[src/rtl/heard_packer_pkg.sv]
// Shared types for the heard packer: message header layout and packer FSM states.
// Imported by the packer core and its idle-timeout helper.
package heard_packer_pkg;

   localparam int DATA_WIDTH_DEF   = 32;
   localparam int HEADER_WIDTH_DEF = 16;

   typedef struct packed {
      logic [7:0] method;
      logic [7:0] count;
   } header_t;

   typedef enum logic {
      FILL = 1'b0,
      SEND = 1'b1
   } state_t;

endpackage

[src/rtl/heard_packer_timeout.sv]
// Idle counter for the packer: counts cycles without a new word while a partial
// message is buffered, and flags when the partial message should be flushed.
module packer_timeout #(
   parameter int TIMEOUT = 16
) (
   input  logic CLK,
   input  logic nRST,
   input  logic clr,
   input  logic en,
   output logic expire
);

   localparam int IDW = (TIMEOUT > 1) ? $clog2(TIMEOUT + 1) : 1;

   logic [IDW-1:0] idle;

   // NOTE: sequential state is only ever assigned with <= so every flop samples pre-edge values.
   always_ff @(posedge CLK or negedge nRST) begin
      if (!nRST) begin
         idle <= '0;
      end else if (clr) begin
         idle <= '0;
      end else if (en && (idle != '1)) begin
         idle <= idle + IDW'(1);
      end
   end

   // Fires on the idle cycle that brings the count to TIMEOUT-1, so the message
   // goes out exactly TIMEOUT cycles after the last accepted word.
   assign expire = en && (TIMEOUT != 0) && ((int'(idle) + 1) >= (TIMEOUT - 1));

endmodule

[src/rtl/heard_packer.sv]
// Packs 32-bit indication words into {header, payload} pipe messages, sending a
// full message after WORDS words or a partial one after an idle timeout.
module heard_packer
   import heard_packer_pkg::*;
#(
   parameter int         DATA_WIDTH   = DATA_WIDTH_DEF,
   parameter int         WORDS        = 4,
   parameter int         HEADER_WIDTH = HEADER_WIDTH_DEF,
   parameter logic [7:0] METHOD_ID    = 8'd0,
   parameter int         TIMEOUT      = 16
) (
   input  logic                                     CLK,
   input  logic                                     nRST,
   input  logic                                     in_enq__ENA,
   input  logic [DATA_WIDTH-1:0]                    in_enq_v,
   output logic                                     in_enq__RDY,
   output logic                                     out_enq__ENA,
   output logic [HEADER_WIDTH+DATA_WIDTH*WORDS-1:0] out_enq_v,
   input  logic                                     out_enq__RDY
);

   localparam int CW = $clog2(WORDS + 1);
   localparam int IW = (WORDS > 1) ? $clog2(WORDS) : 1;

   state_t                             state, state_n;
   logic [CW-1:0]                      count, count_n;
   logic [WORDS-1:0][DATA_WIDTH-1:0]   buffer, buffer_n;
   logic                               in_rdy, out_ena, in_fire;
   logic                               idle_clr, idle_en, expire;
   header_t                            hdr;

   assign in_enq__RDY  = nRST & in_rdy;
   assign out_enq__ENA = nRST & out_ena;
   assign in_fire      = in_enq__ENA & in_enq__RDY;

   assign idle_clr = in_fire || (state == SEND);
   assign idle_en  = (state == FILL) && (count != '0) && !in_fire;

   packer_timeout #(.TIMEOUT(TIMEOUT)) u_timeout (
      .CLK    (CLK),
      .nRST   (nRST),
      .clr    (idle_clr),
      .en     (idle_en),
      .expire (expire)
   );

   always_ff @(posedge CLK or negedge nRST) begin
      if (!nRST) begin
         state  <= FILL;
         count  <= '0;
         buffer <= '0;
      end else begin
         state  <= state_n;
         count  <= count_n;
         buffer <= buffer_n;
      end
   end

   always_comb begin
      // NOTE: every output of this block gets a default first so no path can infer a latch.
      state_n  = state;
      count_n  = count;
      buffer_n = buffer;
      in_rdy   = 1'b0;
      out_ena  = 1'b0;
      unique case (state)
         FILL: begin
            in_rdy = 1'b1;
            if (in_enq__ENA) begin
               buffer_n[count[IW-1:0]] = in_enq_v;
               count_n = count + CW'(1);
               if (count_n == CW'(WORDS)) state_n = SEND;
            end else if (expire) begin
               state_n = SEND;
            end
         end
         SEND: begin
            in_rdy  = out_enq__RDY;
            out_ena = out_enq__RDY;
            if (out_enq__RDY) begin
               // The sent buffer is cleared so a partial message never carries stale words.
               buffer_n = '0;
               count_n  = '0;
               state_n  = FILL;
               if (in_enq__ENA) begin
                  buffer_n[0] = in_enq_v;
                  count_n     = CW'(1);
                  if (count_n == CW'(WORDS)) state_n = SEND;
               end
            end
         end
         default: state_n = FILL;
      endcase
   end

   assign hdr       = '{method: METHOD_ID, count: 8'(count)};
   assign out_enq_v = (state == SEND) ? {hdr, buffer} : '0;

endmodule

[config.mk]
export PLATFORM = sky130hd
export DESIGN_NAME = heard_packer
export DESIGN_NICKNAME = d
export VERILOG_FILES = /design/src/rtl/heard_packer_pkg.sv /design/src/rtl/heard_packer_timeout.sv /design/src/rtl/heard_packer.sv
export SDC_FILE = /design/constraint.sdc
export NUM_CORES = 1
export LEC_CHECK = 0
export BUFFER_PORTS_ARGS = -buffer_cell sky130_fd_sc_hd__buf_2
export CAP_MARGIN = 20
export CELL_PAD_IN_SITES_DETAIL_PLACEMENT = 1
export CELL_PAD_IN_SITES_GLOBAL_PLACEMENT = 2
export CORE_MARGIN = 2
export CORE_UTILIZATION = 29
export DETAILED_ROUTE_END_ITERATION = 10
export PLACE_DENSITY = 0.83
export SETUP_SLACK_MARGIN = 0.02
export SYNTH_ARGS = -nofsm -noshare
export SYNTH_HDL_FRONTEND = slang
export SYNTH_SLANG_ARGS = --single-unit
[constraint.sdc]
create_clock -name CLK -period 1.75 [get_ports CLK]
set_input_delay 0.35 -clock CLK [delete_from_list [all_inputs] [get_ports CLK]]
set_output_delay 0.35 -clock CLK [all_outputs]
set_load 0.05 [all_outputs]
==> impl_summary.md <==
Timing
In the post-route analysis, the smallest setup slack over all paths is -0.237 ns. On the final layout, the worst clock skew is 0.0121 ns. The actual slew at the worst max-slew pin is 0.774 ns.

In the finished design, the share of the clock period the worst path needs comes to 114%. The total count of max-transition violations in the final report is 0. The count of endpoints failing hold in the final timing report is 0. Timing would allow up to 0.503 GHz. The normalized max-slew margin is 48.4%.

The summed negative setup slack over all endpoints is -36.29 ns. Setup repair after global routing could not meet its margin everywhere. Setup violations remaining at the end of the flow were counted as 259. Counting I/O delays and the setup requirement, the final critical path takes 1.99 ns.

Power
The part of the total power dissipated in combinational logic is 51.3%. The power per unit of standard cell area is 1810 nW/um^2. The internal portion of the total power is 10.7 mW. The leakage power of the design is 5.03 nW. Of the total power, the clock network draws 19.9%. The power after layout is 18.1 mW. Registers are responsible for 28.9% of the overall power. Summed over all nets, the switching power comes to 7.43 mW. In this run switching power makes up 41.0% of total power. The maximum vdd ir drop is 705 uV.

Status
The flow ran to the end, but the final reports show violations. The checks that failed: setup timing.

Synth
In the post-synthesis netlist, the biggest area contributors are sky130_fd_sc_hd__dfrtp_1, sky130_fd_sc_hd__and2_1, sky130_fd_sc_hd__a22o_1. For this run, the number of Yosys warnings is 0. The count of different cell masters after synthesis is 39.

The average instance in the mapped netlist occupies 10.2 um^2. The sequential-to-total area share from yosys stat is 53.3%. In the synthesized netlist, the number of instances is 628. The total of flip-flops plus latches after synthesis is 137.

The dominant cell type by area after synthesis is sky130_fd_sc_hd__dfrtp_1. The area share of the leading cell type in the synthesized netlist is 53.3%. Summing every instance area after synthesis gives 6440 um^2.

Die
The row count is 54. Measured along the x axis, the die boundary spans 153 um. The initial utilization of the core area, before any placement, comes to 29.5%.

The floorplan die height is 153 um. The core outline area is 21800 um^2. 182 I/O pins were placed. The die footprint is 23400 um^2.

Min path
The kind of path behind the tightest hold check is in2async.

Clocking
TritonCTS built the clock tree. The clock-pin transition on the worst setup and hold timing paths is 0.07 ns. The cell sitting at the root of the clock tree is a sky130_fd_sc_hd__clkbuf_16.

The clock insertion delay at the later pin of the skew report is 0.43 ns. The H-tree was split into 4 levels. The number of sinks on the clock net is 137. No sink is reached through more buffers than the 2 on the longest clock path. The clock buffer count from CTS is 17.

Global route
The pin count of the biggest net entering global routing is 137. In this run the most used layer during global routing was met2. Global routing consumed, on the met2 layer, 31.9% of the routing resources. The initial antenna violation count is 1. Global routing consumed, over all layers together, 19.3% of the routing resources. Global routing finished with a remaining overflow of 0.

The global-route wire length before repair is 34.6 mm. The met3 routing resource usage after global routing is 3.60%. The via count of the first global-routing pass is 5725.

The met1 usage in global routing is 25.9%.

Layout
The fraction of final layout cells sized beyond drive strength 1 is 43.8%. At the end of the flow, the number of nets in the layout was 872. The post-route core utilization is 45.8%. The number of cells in the finished layout apart from fillers is 1122. Relative to the synthesized area, the layout overhead comes to 55.2%.

Routing
The total detailed-routing wirelength is 24.6 mm. The iteration count of the initial detailed-routing pass is 4. In the routed design, unresolved DRC markers number 0. The detail route stage leaves a number of antenna-violating nets equal to 0. The initial DRC count is 242. Dividing the detail-routed wire length by the instance count gives 21.9 um. Dividing the detail-routed via count by the number of cells gives 4.94. The number of vias after detailed routing is 5547.

Worst setup path
The slowest stage of the critical path belongs to the cell sky130_fd_sc_hd__dfrtp_4. The signal on the critical path passes through buf_12 > clkbuf_16 > and2_1 > buf_6. STA classifies the critical path startpoint as a flip-flop. The number of buffer and inverter instances along the worst setup path is 3. The critical path in this run is classified as reg2out. The peak per-stage delay on the critical path is 0.50 ns. For the worst setup path, the data required time is 1.40 ns. At the worst endpoint, the arrival time is 1.64 ns.

The cell family contributing the most delay on the critical path is buffers and inverters. STA classifies the critical path endpoint as a primary output. The maximum fanout count along the critical path is 26.

Placed design
Once placement completed, the tool counted placed cells totaling 1050. Routability-driven placement finished with a final weighted congestion of 0.767. The port buffer count is 168. The minimum setup slack after placement is -0.186 ns. After legalization and detailed placement, the total HPWL measured 13.3 mm.

Flow run
Max-cap violations in this run came to 0.
synth_stat cells (all sizes together):
master	n
nor3b	1
a21o	3
nor2b	3
buf	42
a31oi	1
and3	3
o22ai	2
a211oi	2
nand3b	1
xor2	1
inv	5
a22o	75
o211ai	1
a21boi	1
nor3	1
a21oi	5
dfrtp	137
nand2	113
and3b	1
nor4b	1
ha	8
nand4b	1
conb	1
and2	133
mux2i	1
clkbuf	19
nand2b	2
o21ai	34
xnor2	3
nand3	21
nor2	6
logic make-up (layout without fill, tap and decap cells):
logic type,count (synthesis),after routing,synth area share (%)
fa+ha+maj,8,8,1.56
buf+inv,66,265,6.30
simple gates,287,287,23.2
compound gates,124,126,14.9
mux,1,1,0.156
xor+xnor,4,4,0.544
flops,137,137,53.3
other cells,1,14,0.0583
worst register-to-register path: stages, from the launching register on:
cell and delay [ns]:
sky130_fd_sc_hd__dfrtp_4 0.50, sky130_fd_sc_hd__buf_4 0.18, sky130_fd_sc_hd__buf_6 0.13, sky130_fd_sc_hd__buf_6 0.11
sky130_fd_sc_hd__nor2b_4 0.14, sky130_fd_sc_hd__and2_4 0.22, sky130_fd_sc_hd__buf_8 0.13, sky130_fd_sc_hd__buf_4 0.11
sky130_fd_sc_hd__buf_12 0.13, sky130_fd_sc_hd__a22o_1 0.16
through the flow:
step	hold slack, ns	instance area [um^2]
finish	0.0433	9990
global route	0.118	9990
CTS	0.131	9270
detailed placement	0.144	7600
global placement	0.144	7600
floorplan	0.0544	6540
worst paths after layout:
check | from | endpoint | slack, ns | depth (start not counted)
max | state | out_enq_v[18] | -0.24 | 4
min | nRST | state | 0.04 | 2
min in group CLK | in_enq_v[15] | buffer[111] | 0.20 | 3
min reg2reg | buffer[96] | buffer[96] | 0.46 | 2
max in group asynchronous | nRST | buffer[100] | 1.10 | 2
max reg2reg | state | buffer[51] | -0.15 | 9
flip-flops by register name, summed over array words and instances (netlist names):
register,count
u_timeout.idle,5
state,1
count,3
buffer,128
routing by layer:
layer	routed length (um)	part of all wire [%]	vias up
li1	-	-	2495
met1	10900	44	2867
met2	12400	50	165
met3	968	3.9	20
met4	338	1.4	0
met5	0	0	-
layout by cell type (no fill, tap or decap), types with 6 or more instances in the layout:
cell / count
sky130_fd_sc_hd__nand3_1: 21
sky130_fd_sc_hd__nand2_1: 112
sky130_fd_sc_hd__buf_6: 132
sky130_fd_sc_hd__o21ai_1: 11
sky130_fd_sc_hd__buf_2: 34
sky130_fd_sc_hd__buf_8: 19
sky130_fd_sc_hd__ha_1: 6
sky130_fd_sc_hd__a22o_1: 75
sky130_fd_sc_hd__conb_1: 13
sky130_fd_sc_hd__buf_16: 6
sky130_fd_sc_hd__o21ai_0: 22
sky130_fd_sc_hd__buf_4: 17
sky130_fd_sc_hd__and2_2: 40
sky130_fd_sc_hd__and2_4: 48
sky130_fd_sc_hd__clkbuf_16: 24
sky130_fd_sc_hd__dfrtp_1: 135
sky130_fd_sc_hd__and2_1: 45
sky130_fd_sc_hd__buf_12: 12
area by class of cell:
class | count | area [um^2]
clock inverter | 11 | 121
inverter | 5 | 18.8
timing repair buffer | 228 | 2660
sequential | 137 | 3430
tap | 280 | 350
clock buffer | 21 | 460
multi-input combinational | 439 | 2940
fill | 2337 | 11800
antenna | 1 | 2.50
what timing repair did:
action | in CTS | in global routing
resized for setup | 259 | 128
setup buffers | 15 | 6
endpoints found under the hold margin | 1 | 0
pin swaps | 4 | 13
hold buffers | 1 | 0
setup endpoints to repair | 217 | 265
gates cloned | 7 | 10
power by group through the flow:
stage	Sequential, mW	Clock [mW]	Combinational [mW]
finish	5.23	3.59	9.28
global route	5.39	3.82	9.87
CTS	5.21	3.66	7.95
detailed placement	5.22	0	6.39
global placement	5.19	0	6.23
floorplan	4.94	0	4.92
(Power assumes the default switching activity.)
